## src/rtl/cont_ctrl.sv

```systemverilog
// Count sequencer: a WIDTH-bit up/down counter driven by an IDLE/RUN/PAUSE/DONE FSM.
// It counts against a limit captured at start, in one-shot or auto-reload mode.
module cont_ctrl #(
  parameter int WIDTH = 3
) (
  input  logic                  clock,
  input  logic                  i_rs,
  input  logic                  i_start,
  input  logic                  i_pause,
  input  logic                  i_clear,
  input  logic [WIDTH-1:0]      i_limit,
  input  logic                  i_dir,
  input  logic                  i_reload,
  output logic [WIDTH-1:0]      o_count,
  output logic [WIDTH-1:0]      o_ncount,
  output logic [(1<<WIDTH)-1:0] o_onehot,
  output logic                  o_busy,
  output logic                  o_tc,
  output logic                  o_done,
  output logic [1:0]            o_state
);

  localparam int N = 1 << WIDTH;

  typedef enum logic [1:0] {
    S_IDLE  = 2'd0,
    S_RUN   = 2'd1,
    S_PAUSE = 2'd2,
    S_DONE  = 2'd3
  } state_t;

  state_t           state_q, state_d;
  logic [WIDTH-1:0] count_q, count_d;
  logic [WIDTH-1:0] limit_q, limit_d;
  logic             dir_q, dir_d;
  logic             done_q, done_d;

  logic [WIDTH-1:0] start_val, end_val, start_in;

  // Captured values set the cycle; live inputs only matter at the moment of a start.
  assign start_val = dir_q ? limit_q : '0;
  assign end_val   = dir_q ? '0 : limit_q;
  assign start_in  = i_dir ? i_limit : '0;

  assign o_count  = count_q;
  assign o_ncount = ~count_q;
  assign o_onehot = N'(1) << count_q;
  assign o_busy   = (state_q == S_RUN) || (state_q == S_PAUSE);
  assign o_tc     = (state_q == S_RUN) && (count_q == end_val);
  assign o_done   = done_q;
  assign o_state  = state_q;

  always_ff @(posedge clock or negedge i_rs) begin
    if (!i_rs) begin
      state_q <= S_IDLE;
      count_q <= '0;
      limit_q <= '0;
      dir_q   <= 1'b0;
      done_q  <= 1'b0;
    end else begin
      state_q <= state_d;
      count_q <= count_d;
      limit_q <= limit_d;
      dir_q   <= dir_d;
      done_q  <= done_d;
    end
  end

  always_comb begin
    state_d = state_q;
    count_d = count_q;
    limit_d = limit_q;
    dir_d   = dir_q;
    done_d  = 1'b0;
    if (i_clear) begin
      state_d = S_IDLE;
      count_d = '0;
    end else begin
      case (state_q)
        S_IDLE, S_DONE: begin
          if (i_start) begin
            limit_d = i_limit;
            dir_d   = i_dir;
            count_d = start_in;
            state_d = S_RUN;
          end
        end
        S_RUN: begin
          // The terminal compare precedes the step, so the counter never wraps.
          if (i_pause) begin
            state_d = S_PAUSE;
          end else if (o_tc) begin
            done_d = 1'b1;
            if (i_reload) count_d = start_val;
            else          state_d = S_DONE;
          end else begin
            count_d = dir_q ? (count_q - WIDTH'(1)) : (count_q + WIDTH'(1));
          end
        end
        S_PAUSE: begin
          if (!i_pause) state_d = S_RUN;
        end
        default: state_d = S_IDLE;
      endcase
    end
  end

endmodule

```

## config.mk

```make
export PLATFORM = sky130hd
export DESIGN_NAME = cont_ctrl
export DESIGN_NICKNAME = d
export VERILOG_FILES = /design/src/rtl/cont_ctrl.sv
export SDC_FILE = /design/constraint.sdc
export NUM_CORES = 1
export LEC_CHECK = 0
export CAP_MARGIN = 10
export CORE_MARGIN = 2
export CORE_UTILIZATION = 47
export DETAILED_ROUTE_END_ITERATION = 10
export GPL_TIMING_DRIVEN = 0
export PLACE_DENSITY = 0.83
export SETUP_SLACK_MARGIN = 0.3
export SLEW_MARGIN = 20
export SYNTH_ARGS = -nofsm -noshare
export SYNTH_HDL_FRONTEND = slang
export SYNTH_SLANG_ARGS = --single-unit
export TNS_END_PERCENT = 100
```

## constraint.sdc

```tcl
create_clock -name clock -period 3 [get_ports clock]
set_clock_uncertainty 0.05 [all_clocks]
set_input_delay 0.6 -clock clock [delete_from_list [all_inputs] [get_ports clock]]
set_output_delay 0.6 -clock clock [all_outputs]
set_load 0.02 [all_outputs]
```

==> results.cfg <==
[min_path]
whs_endpoint = limit_q[0]$_DFFE_PN0P_
whs_path_depth = 1
hold_path_class = register to register
min_from = limit_q[0]$_DFFE_PN0P_

[logic_synthesis]
ys.flop_type = dfrtp_1
syn_area_per_cell_um2 = 9.52
synthesis.area_um2 = 828
synth_cell_types = 40
ys_ff_latch = 10
ys_warn_count = 0
synth_common_cells = dfrtp_1, nor3_1, nand2_1, nor2_1, inv_1
netlist_instances = 87
synth-edff-count = 0
synth_top_area_share = 0.302
syn_nets = 100
synth_top_area_cell = dfrtp_1
async_reset_ff_frac = 1.00
ys_seq_area_frac = 0.302
yosysMostFrequentCell = dfrtp_1
synth_area_leaders = dfrtp_1, mux2_2, nor3_1, xnor2_1, a221oi_4

[detailed_routing]
wire_per_inst_um = 14.5
drc = 0
drt_pre_antenna_iters = 4
vias = 776
wirelength_um = 1990
vias_per_cell = 5.66
drt-initial-drc-count = 15
detail-route-antenna-nets = 0

[worst_setup_path]
critPathMaxFanout = 10
rrSetupSlack_ns = 1.02
critical_path.endpoint_type = output port
start_kind = register
crit_type = register to output port
cp.required_ns = 2.35
r2r_start = o_state[1]$_DFFE_PN0P_
rr_worst_depth = 7
cp.arrival_ns = 1.87
rr_endpoint = o_count[2]$_DFFE_PN0P_

[floorplan]
initial_utilization = 0.490
die_area_um2 = 2110
die_w_um = 46.0
fp.dieH_um = 46.0
boundaryPins = 29
rows = 15
coreArea_um2 = 1690

[timing]
finalSetupViolCount = 0
fmax_mhz = 397
fin_crit_ns = 2.52
worstMarginPinSlew_ns = 0.472
slew_headroom = 0.685
drv_slew = 0
rsz0062_at_grt = false
finalHoldViolCount = 0
tns_ns = 0
post-route-period-util = 0.841

[grt]
antenna_found_initial = 0
grt_max_degree = 11
grt_pass1_vias = 736
grt_overflow = 0
track_usage = 0.215
grt_pass1_wl_um = 3270

[pwr]
leakagePower_uw = 0.000492
p_int_uw = 715
sequentialPowerShare = 0.188
clkPwrFrac = 0.097
worst_ir_drop_vdd_uv = 622
p_sw_frac = 0.463
pwr-share-comb = 0.715
switching_power_uw = 618
p_per_area_nw_per_um2 = 1140

[run]
max-cap-violations = 0

[placement]
port-buffer-count = 28
dp_hpwl_um = 1470
gp_congestion = 0.856
post-place-cells = 132

[cells_and_area]
drive_gt1_frac = 0.208
fillCellCount = 134
final_nets = 134
fin_cells = 137
antenna_cells = 0
area_growth_pct = 41.5

[clocking]
cts.clk_slew.worst_paths_ns = 0.08
clockBufferDepth = 2
cts_num_sinks = 10
cts-root-buf = clkbuf_4
cts_tree = done
cts_buffers = 3
clk_latency_ns = 0.27
htree_levels = 1

[outcome]
status = finished clean
[power groups by stage]
stage / registers [uW] / logic (uW) / clock network, uW
floorplan: 272 / 616 / 0
global placement: 249 / 910 / 0
detailed placement: 254 / 929 / 0
CTS: 252 / 955 / 126
global route: 259 / 1050 / 134
finish: 251 / 954 / 129
[logic make-up (layout without fill, tap and decap cells)]
group	Yosys count	in the layout	share of synthesized area
adder cells (fa/ha/maj)	3	3	0.0544
AND/OR/NAND/NOR	32	32	0.222
buffers and inverters	13	46	0.0816
AO/OA/AOI/OAI	19	19	0.219
flip-flops	10	10	0.302
XOR/XNOR	4	4	0.0423
multiplexers	6	6	0.0785
[per-stage QoR]
stage | instance area [um^2] | setup slack, ns | hold slack [ns] | total power (uW) | utilization
final | 1170 | 0.478 | 0.527 | 1330 | 0.694
after global routing | 1170 | 0.396 | 0.564 | 1440 | 0.694
after CTS | 1170 | 0.475 | 0.524 | 1330 | 0.694
after detailed placement | 1130 | 0.295 | 0.505 | 1180 | 0.669
after global placement | 1130 | 0.314 | 0.498 | 1160 | 0.669
after floorplan | 828 | 0.761 | 0.254 | 888 | -
[critical path, stage by stage (launching register included)]
cell           delay (ns)
dfrtp_1              0.41
buf_6                0.15
and3b_1              0.23
o2bb2ai_2            0.07
a221oi_4             0.24
and2_2               0.17
dlygate4sd2_1        0.32
[cell type report]
class	instances	area [um^2]	area share
Inverter	8	30.0	0.0256
Multi-Input combinational cell	64	510	0.435
Clock buffer	4	36.3	0.0309
Buffer	5	37.5	0.0320
Sequential cell	10	250	0.213
Tap cell	17	21.3	0.0181
Timing Repair Buffer	29	287	0.244
[state kept, by name, indices dropped and copies added (netlist names)]
signal / cells
o_count: 3
o_state: 2
o_done: 1
dir_q: 1
limit_q: 3
[cells in the final DEF, fill, tap and decap left out, types with 2 or more instances in the layout]
cell	netlist	final
ha_1	2	2
nor3_1	7	7
dfrtp_1	10	10
nor2b_1	2	2
nor2_1	6	6
a32o_1	2	2
clkbuf_4	0	3
xnor2_1	4	4
mux2i_1	2	2
a31oi_1	3	3
o211ai_1	2	2
inv_2	3	3
o21ai_0	2	2
clkdlybuf4s50_1	0	27
buf_4	3	4
inv_1	5	5
mux2_2	4	4
nand2_1	6	6
[what timing repair did]
item	CTS	global route
setup buffers	1	0
endpoints found under the setup margin	1	0
hold buffers	0	0
resized for setup	1	0
[worst max path at each step]
stage / start / end / slack (ns) / depth (start not counted)
6_report: dir_q$_DFFE_PN0P_ / o_tc / 0.48 / 6
4_1_cts: dir_q$_DFFE_PN0P_ / o_tc / 0.47 / 6
2_1_floorplan: o_count[0]$_DFFE_PN0P_ / o_tc / 0.76 / 5
3_3_place_gp: dir_q$_DFFE_PN0P_ / o_tc / 0.31 / 6
5_1_grt: o_count[0]$_DFFE_PN0P_ / o_tc / 0.40 / 6
3_5_place_dp: dir_q$_DFFE_PN0P_ / o_tc / 0.30 / 6
[metal layers]
metal / vias up / part of all wire / GRT usage
met2: 24 / 0.49 / 0.333
met1: 366 / 0.46 / 0.290
li1: 384 / - / -
met5: - / 0 / 0
met3: 2 / 0.047 / 0.0516
met4: 0 / 0.0040 / 0.0743
Note: power is estimated with default switching activity, not from simulation.
